### src/rtl/regbank_write_queue.sv
// Write-back queue feeding the 16x16 register bank: buffers ALU results and issues one
// registered one-hot write per cycle, with a RAW-hazard lookup for the decode stage.
module regbank_write_queue #(
    parameter int DEPTH = 4,
    parameter int WIDTH = 16
) (
    input  logic                       clk,
    input  logic                       reset,
    input  logic                       wr_valid,
    output logic                       wr_ready,
    input  logic [3:0]                 wr_addr,
    input  logic [WIDTH-1:0]           wr_data,
    input  logic                       hold,
    output logic [WIDTH-1:0]           ALUBus,
    output logic [15:0]                regEnable,
    input  logic [3:0]                 rd_addr,
    output logic                       rd_pending,
    output logic [$clog2(DEPTH):0]     count
);

    localparam int AW = $clog2(DEPTH);
    localparam int CW = AW + 1;

    logic [3:0]       addrMem_q [DEPTH];
    logic [WIDTH-1:0] dataMem_q [DEPTH];

    logic [AW-1:0]    wrPtr_q, wrPtr_d;
    logic [AW-1:0]    rdPtr_q, rdPtr_d;
    logic [CW-1:0]    count_q, count_d;
    logic [15:0]      regEnable_q, regEnable_d;
    logic [WIDTH-1:0] aluBus_q, aluBus_d;

    logic push;
    logic pop;
    logic pendHit;

    // Ready looks only at registered state so it never combinationally depends on pop.
    assign wr_ready = reset & (count_q < CW'(DEPTH));
    assign push     = wr_valid & wr_ready;
    assign pop      = ~hold & (count_q != '0);

    always_comb begin
        wrPtr_d     = wrPtr_q;
        rdPtr_d     = rdPtr_q;
        count_d     = count_q;
        regEnable_d = '0;
        aluBus_d    = aluBus_q;

        if (push) begin
            wrPtr_d = wrPtr_q + 1'b1;
        end
        if (pop) begin
            rdPtr_d     = rdPtr_q + 1'b1;
            regEnable_d = 16'h0001 << addrMem_q[rdPtr_q];
            aluBus_d    = dataMem_q[rdPtr_q];
        end

        case ({push, pop})
            2'b10:   count_d = count_q + 1'b1;
            2'b01:   count_d = count_q - 1'b1;
            default: count_d = count_q;
        endcase
    end

    always_ff @(posedge clk) begin
        if (!reset) begin
            wrPtr_q     <= '0;
            rdPtr_q     <= '0;
            count_q     <= '0;
            regEnable_q <= '0;
            aluBus_q    <= '0;
        end else begin
            wrPtr_q     <= wrPtr_d;
            rdPtr_q     <= rdPtr_d;
            count_q     <= count_d;
            regEnable_q <= regEnable_d;
            aluBus_q    <= aluBus_d;
        end
    end

    // Storage needs no reset: entries are only visible through count and the pointers.
    always_ff @(posedge clk) begin
        if (push) begin
            addrMem_q[wrPtr_q] <= wr_addr;
            dataMem_q[wrPtr_q] <= wr_data;
        end
    end

    // Hazard: any entry within count of the read pointer, or the write currently issuing.
    always_comb begin
        pendHit = regEnable_q[rd_addr];
        for (int i = 0; i < DEPTH; i++) begin
            if ((CW'(i) < count_q) && (addrMem_q[rdPtr_q + AW'(i)] == rd_addr)) begin
                pendHit = 1'b1;
            end
        end
    end

    assign rd_pending = pendHit;
    assign regEnable  = regEnable_q;
    assign ALUBus     = aluBus_q;
    assign count      = count_q;

endmodule

### config.mk
export PLATFORM = sky130hd
export DESIGN_NAME = regbank_write_queue
export DESIGN_NICKNAME = d
export VERILOG_FILES = /design/src/rtl/regbank_write_queue.sv
export SDC_FILE = /design/constraint.sdc
export NUM_CORES = 1
export LEC_CHECK = 0
export CAP_MARGIN = 15
export CORE_ASPECT_RATIO = 1.1
export CORE_MARGIN = 2
export CORE_UTILIZATION = 50
export DETAILED_ROUTE_END_ITERATION = 8
export HOLD_SLACK_MARGIN = 0.05
export PLACE_DENSITY_LB_ADDON = 0.2
export SLEW_MARGIN = 20
export SYNTH_ARGS = -nofsm -noshare
export SYNTH_HDL_FRONTEND = slang
export SYNTH_SLANG_ARGS = --single-unit
### constraint.sdc
create_clock -name clk -period 1.95 [get_ports clk]
set_input_delay 0.2925 -clock clk [delete_from_list [all_inputs] [get_ports clk]]
set_output_delay 0.2925 -clock clk [all_outputs]
set_load 0.005 [all_outputs]
# Word level (Yosys, flattened, before mapping)
# Memory sizes are Yosys's and may differ from the RTL's. A register that Yosys moved wholly into a read port is not among the register bits.
# Index checks and enable logic that the tools add are counted.
# word_totals
latchBits,0
wordCells,48
ramBits,80
regBits,23
n_memories,2
rom_bits,0
# op_classes
order_cmp,6
mul,0
eq_ne,6
reduce_logical,8
n_div,0
addsub,6
bitwise,4
shifts,1
muxes,11
# memory_table
memory,words,width,rd,rd_ports_with_merged_regs,write_ports,line,source
dataMem_q,4,16,1,1,1,25,logic [WIDTH-1:0] dataMem_q [DEPTH];
addrMem_q,4,4,4,1,1,24,logic [3:0] addrMem_q [DEPTH];
# op_table
operator,count
$eq 4x4->1,4
$shl 1x4->16 const A,1
$mux 1,7
$lt 1x3->1 const A,2
$lt 2x3->1 const A,2
$pmux 3 s2,1
$lt 4x5->1 const B,1
$add 2x1->2 const B,2
$add 2x2->2 const B,2
$bmux 1 s4,1
$logic_and 1x1->1,4
$mux 2,2
$add 3x1->3 const B,1
$and 1x1->1,3
$lt 3x3->1 const B,1
$reduce_bool 3->1,1
$sub 3x1->3 const B,1
$eq 2x1->1 const B,1
$eq 2x2->1 const B,1
$reduce_and 2->1,1
$reduce_bool 2->1,1
$logic_not 1->1,1
$not 1->1,1

# Logic depth before layout (Yosys ltp)
# Gate-level depths: netlist of run 1.
# An unclocked memory read counts as a cell.
# depth
depth_word,7
mapped_depth,10
mapped_depth_nobuf,8

# Worst setup path after synthesis of run 1
# OpenSTA, ideal clock, no wires.
# synth_path
path_kind,reg-to-reg
startpoint,register count_q[0] (netlist: count[0])
endpoint,register count_q[2] (netlist: count[2])
setup_time_ps,70
path_stages_with_launch,10
setup_slack_ps,-159
path_buffers,2
t_arrival_ps,2038
required_time_ps,1880
path_cell_list,dfxtp_1 inv_1 ha_1 a21o_1 buf_2 inv_1 buf_2 ha_1 or3_1 a21oi_1
# synth_via
elab_cells_between_ends,11
classes_between,add/sub (2); order compare (1); eq/ne (2); mux (1); bitwise (3); reduce/logical (2)
# synth_lines
item,line,source
"start, declared",29,"logic [CW-1:0] count_q, count_d;"
"start signal, assigned",75,count_q <= count_d;
$reduce_bool 3->1 (*),40,assign pop = ~hold & (count_q != '0);
$and 1x1->1 (*),40,
named net pop,34,logic pop;
$eq 2x1->1 / $eq 2x2->1 (equally long branches),58,"case ({push, pop})"
$pmux 3 s2 / $reduce_bool 2->1 (equally long branches),-,
# The timed path passes the listed nets; every way through them passes the cells marked *.
# A chain may end at the register's enable or synchronous reset.

==> results of run 1 <==
==> where the power goes <==
part           internal (µW)  total (µW)  leakage (µW)  switching (µW)
Sequential              2980        3150       0.00106             163
Clock                   1960        3020      0.000300            1060
Combinational           1170        2120       0.00117             945
==> timing repair <==
item,in CTS,in global routing
pin swaps,5,2
resized for setup,12,2
setup buffers,9,0
endpoints found under the setup margin,2,6
==> metrics by stage <==
stage / setup WS (ns) / setup TNS [ns] / power [µW]
finish: -0.5085 / -0.6215 / 8284
global route: -0.6047 / -0.8403 / 8674
CTS: -0.5555 / -0.6937 / 8360
detailed placement: -0.7594 / -1.453 / 5279
global placement: -0.7544 / -1.454 / 5230
floorplan: 0.05021 / 0 / 4520
==> synthesized netlist by cell type, types with 2 or more instances <==
library cell and number:
buf_12 2, nand2_1 40, mux4_2 18, nor2_1 24, nand2b_1 7, and3_1 5, edfxtp_1 80, xor2_1 12
mux4_1 13, buf_4 2, dfxtp_1 41, mux2i_1 12, xnor2_1 11, ha_1 9, clkbuf_1 4, buf_2 7
nor3_1 4, nand3_1 3, inv_1 9, a21oi_1 20
==> flip-flops by register name, indices dropped and copies added (netlist names), named ones only <==
name       cells
ALUBus        16
wrPtr_q        2
dataMem_q     64
count          3
addrMem_q     16
regEnable     16
rdPtr_q        2
==> cell type report <==
type,count,area [µm²]
clock inverter,8,78.83
clock buffer,24,516.7
fill,696,2988
sequential,121,3237
inverter,10,37.54
multi-input combinational,193,1760
tap,120,150.1
timing repair buffer,130,1169
==> worst max-delay path: stages, from the launching register on <==
cell and delay [ns]:
edfxtp_1 0.43, buf_4 0.16, mux4_2 0.47, xor2_1 0.17, nor2_1 0.07, a31oi_1 0.13
nand4_1 0.10, buf_2 0.14
==> cell families (layout without fill, tap and decap cells) <==
group | count (synthesis) | after routing | share of synthesized area [%]
AOI/OAI and AO/OA | 30 | 30 | 3.487
and+or+nand+nor | 88 | 88 | 7.511
muxes | 43 | 43 | 16.90
adders and majority gates | 9 | 9 | 2.195
buffers and inverters | 28 | 172 | 3.169
xor gates and xnor gates | 23 | 23 | 3.926
DFF | 121 | 121 | 62.81
==> metal layers <==
layer | wire length (µm) | share of wire, %
met4 | 220 | 2.1
met2 | 5819 | 55
met1 | 4221 | 40
met5 | 0 | 0
met3 | 315 | 3.0
==> worst min-delay path by stage <==
stage,cells past startpoint,slack [ns],startpoint,to
2_1_floorplan,0,0.39,wr_addr[0],addrMem_q[0][0]$_DFFE_PP_
3_3_place_gp,2,0.44,ALUBus[9]$_SDFFE_PN0P_,ALUBus[9]$_SDFFE_PN0P_
3_5_place_dp,2,0.45,ALUBus[13]$_SDFFE_PN0P_,ALUBus[13]$_SDFFE_PN0P_
4_1_cts,1,0.39,wr_data[12],dataMem_q[2][12]$_DFFE_PP_
5_1_grt,1,0.41,wr_data[12],dataMem_q[2][12]$_DFFE_PP_
6_report,1,0.41,wr_data[12],dataMem_q[2][12]$_DFFE_PP_
==> results.md, run 1 <==
| Result | Value | Unit |
| --- | --- | --- |
| Maximum achievable frequency | 406.7 | MHz |
| CTS Buf Count | 17 | - |
| Worst clock skew | 0.007280 | ns |
| Synthesis-stage register bit count | 121 | - |
| Final cell utilization of the core | 69.93 | % |
| Post-route antenna net violation count | 0 | - |
| Post-Route Hold Slack | 0.4141 | ns |
| Max-capacitance violation count | 0 | - |
| Die width | 100.6 | µm |
| Buffer cell driving the clock tree root | clkbuf_8 | - |
| Kind of launch point of the worst setup path | flop | - |
| Buffers added on ports | 64 | - |
| Non-filler cells, final | 606 | - |
| Number of endpoints failing setup at the final stage | 2 | - |
| Core Box Area | 0.009937 | mm² |
| Y dimension of the die | 110.2 | µm |
| Number of global-route vias before repair | 3310 | - |
| Syn nets | 379 | - |
| Starting density of the core | 51.64 | % |
| Predominant post-synthesis flop cell | edfxtp_1 | - |
| Number of nets in the final layout | 510 | - |
| Count of mapped cells out of synthesis | 342 | - |
| Antenna diode count | 0 | - |
| Rows | 38 | - |
| Number of sinks handled by clock tree synthesis | 121 | - |
| Leading area contributor after synthesis | edfxtp_1 | - |
| Run status | complete, but fails checks | - |
| Crit path capture | rd_pending | - |
| FF-to-FF setup slack | 0.09 | ns |
| Clock latency at the later pin of the worst-skew pair | 0.51 | ns |
| Mapped cell area | 0.005131 | mm² |
| Path class of the lowest-slack min-delay path | in2reg | - |
| Sequential cell area fraction in the yosys report | 62.81 | % |
| Unrepaired setup endpoints after global routing | yes | - |
| Placed standard-cell area | 0.006281 | mm² |
| Number of endpoints with negative hold slack in the final report | 0 | - |
| Worst IR Drop VDD | 0.8369 | mV |
| Violated checks | negative setup slack | - |
| Category of the most critical setup path | reg2out | - |
| Fin crit period | 2.459 | ns |
| Synthesis-to-layout area growth | 35.43 | % |
| Area fraction of the dominant cell type after synthesis | 46.82 | % |
| Hold buffers post-CTS | 0 | - |
| Most frequent standard cell in the layout excluding fill and tap cells | edfxtp_1 | - |
| Post-layout worst setup margin | -0.5085 | ns |
| Arrival time at the worst endpoint | 2.17 | ns |
| Async set-or-reset flop fraction in the synthesized netlist | 0 | % |
| First-pass GRT wire length | 16650 | µm |
| Placer congestion estimate | 0.7746 | - |
| Post-DR vias/cell | 5.315 | - |
| Top-level port count | 65 | - |
| Largest net degree at the start of global routing | 26 | - |
| Post-Route WL | 10580 | µm |
| Detail Placement HPWL | 7478 | µm |
| Level count of the clock H-tree | 4 | - |
| Global-route layer with the greatest usage | met2 | - |
| Critical path required time | 1.66 | ns |
| Cell leakage power | 0.002529 | µW |
| Via Count | 3221 | - |
| Kind of capture point of the worst setup path | output pin | - |
| Top cells by area in the synthesized netlist | edfxtp_1 47%, dfxtp_1 16%, mux4_2 7.9% | - |
| Post-route cell area | 0.006949 | mm² |
| Number of antenna violations at the first check in global routing | 0 | - |
| Crit Path Max Fanout | 4 | - |
| Number of cells in the design after placement | 565 | - |
| GR met1 Demand/Resource | 22.91 | % |
| First-pass iteration count of the detailed router | 4 | - |
| Max-slew violation total from the final report | 0 | - |
| Fraction of layout cells with a size suffix above 1 | 26.95 | % |
| Starting DRC count in detailed routing | 110 | - |
| Clk slew on worst S/H paths | 0.06 | ns |
| Worst relative slew slack | 78.31 | % |
| Worst reg2reg endpoint | count[2]$_SDFFE_PN0P_ | - |
| Total gr overflow | 0 | - |
| Launching instance or port of the critical path | addrMem_q[2][1]$_DFFE_PP_ | - |
| Pwr dens | 1192 | mW/mm² |
| Die area | 0.01109 | mm² |
| Most frequent cells in the layout | 80 x edfxtp_1, 63 x clkdlybuf4s50_1, 63 x buf_4, 40 x nand2_1, 36 x dfxtp_1 | - |
| Total routing resource utilization after global routing | 20.50 | % |
| Clock buffer depth | 2 | - |
| GR met2 Demand/Resource | 37.67 | % |
| Synth Area per Inst | 15.00 | µm² |
| Cell depth of the worst flop-to-flop path | 8 | - |
| Number of synthesis warnings | 0 | - |
| DRC Markers | 0 | - |
| Number of enable flip-flop cells after synthesis | 80 | - |
| Count of distinct cell types in the synthesized netlist | 39 | - |
| TritonCTS clock tree | done | - |
| Critical register-to-register path startpoint | count[0]$_SDFFE_PN0P_ | - |
| Transition time at the pin with the least slew margin | 0.3253 | ns |
| Final period utilization | 126.1 | % |
| Met3 track utilization from global routing | 5.044 | % |
| Wire length per cell after detailed routing | 17.45 | µm |
No activity file was read; power rests on OpenSTA's default activity.
==> run 2, diff against run 1 <==
Settings changed: SLEW_MARGIN 20 to default.
==> results of run 2 <==
Same layout as run 1: the final DEF is identical, and so are final timing and power.
==> run 3, diff against run 2 <==
Settings changed: PLACE_DENSITY from default to 0.76, PLACE_DENSITY_LB_ADDON 0.2 to default.
==> run 3 against run 2 <==
  * The run still ends with negative setup slack left
  * Clock power grew 7.0%
  * Die area is the same
  * Utilization grew 0.57 points
  * Sequential power is essentially flat
  * Wire length grew 6.1%
  * Via count grew 3.0%
  * Critical path depth shrank 1
  * Hold slack gained 0.0010 ns
  * Global-route usage grew 1.1 points
  * Final area grew 0.81%
  * Clock skew grew 0.0031 ns
  * Register-to-register slack gained 0.12 ns
  * Largest power group is now clock
  * Highest routed layer unchanged
==> results.md, run 3 (synthesis results as in run 1) <==
| Result | Value | Unit | Change |
| --- | --- | --- | --- |
| Run status | complete, but fails checks | - |  |
| Violated checks | negative setup slack | - |  |
| TritonCTS clock tree | done | - |  |
| Post-Route Hold Slack | 0.4151 | ns | +0.001046 ns |
| Post-route cell area | 0.007005 | mm² | +0.81% |
| Max-slew violation total from the final report | 0 | - | unchanged |
| Antenna diode count | 0 | - | unchanged |
| Flip-flop count of the largest register, all copies and words added | 64 | - | unchanged |
| Clock buffer depth | 2 | - | unchanged |
| Worst IR Drop VDD | 0.9677 | mV | +16% |
| Maximum achievable frequency | 404.4 | MHz | -0.57% |
| Total routing resource utilization after global routing | 21.58 | % | +1.1 points |
| Int Pwr | 6268 | µW | +2.5% |
| Synthesis-to-layout area growth | 36.53 | % |  |
| Level count of the clock H-tree | 4 | - | unchanged |
| Post-layout worst setup margin | -0.5227 | ns | -0.01417 ns |
| First-pass GRT wire length | 17600 | µm | +5.7% |
| Top-level port count | 65 | - | unchanged |
| Total gr overflow | 0 | - | unchanged |
| Part of the total power dissipated in combinational logic | 25.4 | % | about the same |
| Number of fillers in the final layout | 643 | - | -7.6% |
| Path class of the lowest-slack min-delay path | in2reg | - |  |
| Most frequent cells in the layout | 80 x edfxtp_1, 71 x buf_4, 61 x clkdlybuf4s50_1, 40 x nand2_1, 35 x dfxtp_1 | - |  |
| Worst path cell trace | mux4_2, xor2_1, nor3_2, o311ai_1, nand4_1, buf_2 | - |  |
| Buffers added on ports | 64 | - | unchanged |
| Category of the most critical setup path | reg2out | - |  |
| Worst reg2reg endpoint | count[2]$_SDFFE_PN0P_ | - |  |
| Transition time at the pin with the least slew margin | 0.3138 | ns | -0.01149 ns |
| Critical Path Max Stage Delay | 0.52 | ns | +0.05 ns |
| Starting DRC count in detailed routing | 117 | - | +6.4% |
| Crit-path slowest cell | mux4_2 | - |  |
| Cell leakage power | 0.002560 | µW | +1.2% |
| Die width | 100.6 | µm | unchanged |
| Max-capacitance violation count | 0 | - | unchanged |
| Cell depth of the worst flop-to-flop path | 7 | - | -1 |
| Largest register by flop count | dataMem_q | - |  |
| Core Box Area | 0.009937 | mm² | unchanged |
| Launching instance or port of the critical path | addrMem_q[3][0]$_DFFE_PP_ | - |  |
| Sw power | 2295 | µW | +5.8% |
| Most frequent standard cell in the layout excluding fill and tap cells | edfxtp_1 | - |  |
| Post-route antenna net violation count | 0 | - | unchanged |
| Pwr dens | 1222 | mW/mm² | +2.5% |
| Worst relative slew slack | 78.48 | % | +0.17 points |
| FF-to-FF setup slack | 0.21 | ns | +0.12 ns |
| Rows | 38 | - | unchanged |
| Unrepaired setup endpoints after global routing | yes | - |  |
| Arrival time at the worst endpoint | 2.18 | ns | about the same |
| Clock Power Share | 37.8 | % | +1.3 points |
| DRC Markers | 0 | - | unchanged |
| CTS Buf Count | 17 | - | unchanged |
| Wire length per cell after detailed routing | 18.31 | µm | +4.9% |
| Via Count | 3319 | - | +3.0% |
| Kind of capture point of the worst setup path | output pin | - |  |
| Number of endpoints with negative hold slack in the final report | 0 | - | unchanged |
| Fraction of layout cells with a size suffix above 1 | 27.79 | % | +0.83 points |
| Post-Route WL | 11230 | µm | +6.1% |
| Placer congestion estimate | 0.8437 | - | +8.9% |
| Placed standard-cell area | 0.006354 | mm² | +1.2% |
| Hold buffers post-CTS | 0 | - | unchanged |
| Number of nets in the final layout | 517 | - | +1.4% |
| Worst clock skew | 0.01043 | ns | +0.003146 ns |
| Final period utilization | 126.8 | % | +0.73 points |
| Final cell utilization of the core | 70.50 | % | +0.57 points |
| Number of sinks handled by clock tree synthesis | 121 | - | unchanged |
| Post-DR vias/cell | 5.414 | - | +1.9% |
| Die area | 0.01109 | mm² | unchanged |
| Clock latency at the later pin of the worst-skew pair | 0.52 | ns | about the same |
| Crit path capture | rd_pending | - |  |
| Starting density of the core | 51.64 | % | unchanged |
| Number of endpoints failing setup at the final stage | 1 | - | -1 |
| First-pass iteration count of the detailed router | 4 | - | unchanged |
| Number of antenna violations at the first check in global routing | 0 | - | unchanged |
| Power share of the sequential group | 36.9 | % | -1.1 points |
| Number of global-route vias before repair | 3477 | - | +5.0% |
| Fin crit period | 2.473 | ns | +0.01417 ns |
| Buffer cell driving the clock tree root | clkbuf_8 | - |  |
| Detail Placement HPWL | 7608 | µm | +1.7% |
| Largest net degree at the start of global routing | 26 | - | unchanged |
| Critical register-to-register path startpoint | count[0]$_SDFFE_PN0P_ | - |  |
| Switching portion of total power | 26.80 | % | +0.61 points |
| Crit Path Max Fanout | 3 | - | -1 |
| Kind of launch point of the worst setup path | flop | - |  |
| Y dimension of the die | 110.2 | µm | unchanged |
| Critical path required time | 1.66 | ns | about the same |
| Clk slew on worst S/H paths | 0.06 | ns | about the same |
-- run 3: cell types whose count changed in the layout (fill, tap and decap cells not counted), moves of 3 or more --
| cell | delta |
|---|---|
| buf_4 | +8 |
| clkbuf_8 | -3 |
| clkinvlp_4 | +3 |
| bufinv_16 | +3 |
-- run 3: power groups by stage --
stage | logic [µW] | registers, µW | clock network [µW]
floorplan | 1380 | 3140 | 0
global placement | 2060 | 3170 | 0
detailed placement | 2110 | 3190 | 0
CTS | 2160 | 3150 | 3260
global route | 2350 | 3190 | 3400
finish | 2170 | 3160 | 3230
-- run 3: worst min path at each step --
| stage | startpoint | to | slack (ns) | cells past startpoint |
|---|---|---|---|---|
| 2_1_floorplan | wr_addr[0] | addrMem_q[0][0]$_DFFE_PP_ | 0.39 | 0 |
| 3_3_place_gp | ALUBus[7]$_SDFFE_PN0P_ | ALUBus[7]$_SDFFE_PN0P_ | 0.44 | 2 |
| 3_5_place_dp | ALUBus[0]$_SDFFE_PN0P_ | ALUBus[0]$_SDFFE_PN0P_ | 0.45 | 2 |
| 4_1_cts | wr_data[10] | dataMem_q[0][10]$_DFFE_PP_ | 0.40 | 1 |
| 5_1_grt | wr_data[3] | dataMem_q[3][3]$_DFFE_PP_ | 0.41 | 1 |
| 6_report | wr_data[10] | dataMem_q[0][10]$_DFFE_PP_ | 0.42 | 1 |
-- run 3: layout make-up --
type	count	area, µm²	area share (%)
clock buffer	19	421.7	6.019
clock inverter	13	195.2	2.786
inverter	10	37.54	0.5358
tap	120	150.1	2.143
timing repair buffer	137	1197	17.09
multi-input combinational	193	1763	25.17
sequential	121	3241	46.26
-- run 3: routing by layer --
metal | track usage, % | wire length, µm
met1 | 24.92 | 4474
met2 | 38.52 | 6029
met3 | 5.549 | 492
met4 | 8.415 | 228
met5 | 0 | 0
-- run 3: what timing repair did --
item | in CTS | in global routing
endpoints found under the setup margin | 2 | 1
buffers inserted | 2 | 1
pin swaps | 2 | 1
resized for setup | 16 | 2
-- run 3: critical path: cells and delay by family (launching register included) --
kind	cells	cell delay (ns)
buffers and inverters	1	0.12
flip-flops	1	0.41
multiplexers	1	0.52
XOR/XNOR	1	0.17
AND/OR/NAND/NOR	2	0.31
AO/OA/AOI/OAI	1	0.13
-- run 3: stage by stage --
stage          instances  worst slack (ns)  TNS, ns  power (µW)
2_1_floorplan        342           0.05021        0        4520
3_3_place_gp         578           -0.8349  -0.8392        5235
3_5_place_dp         578           -0.8573  -0.8702        5299
4_1_cts              612           -0.5371  -0.5371        8573
5_1_grt              613           -0.6301  -0.6301        8932
6_report             613           -0.5227  -0.5227        8562
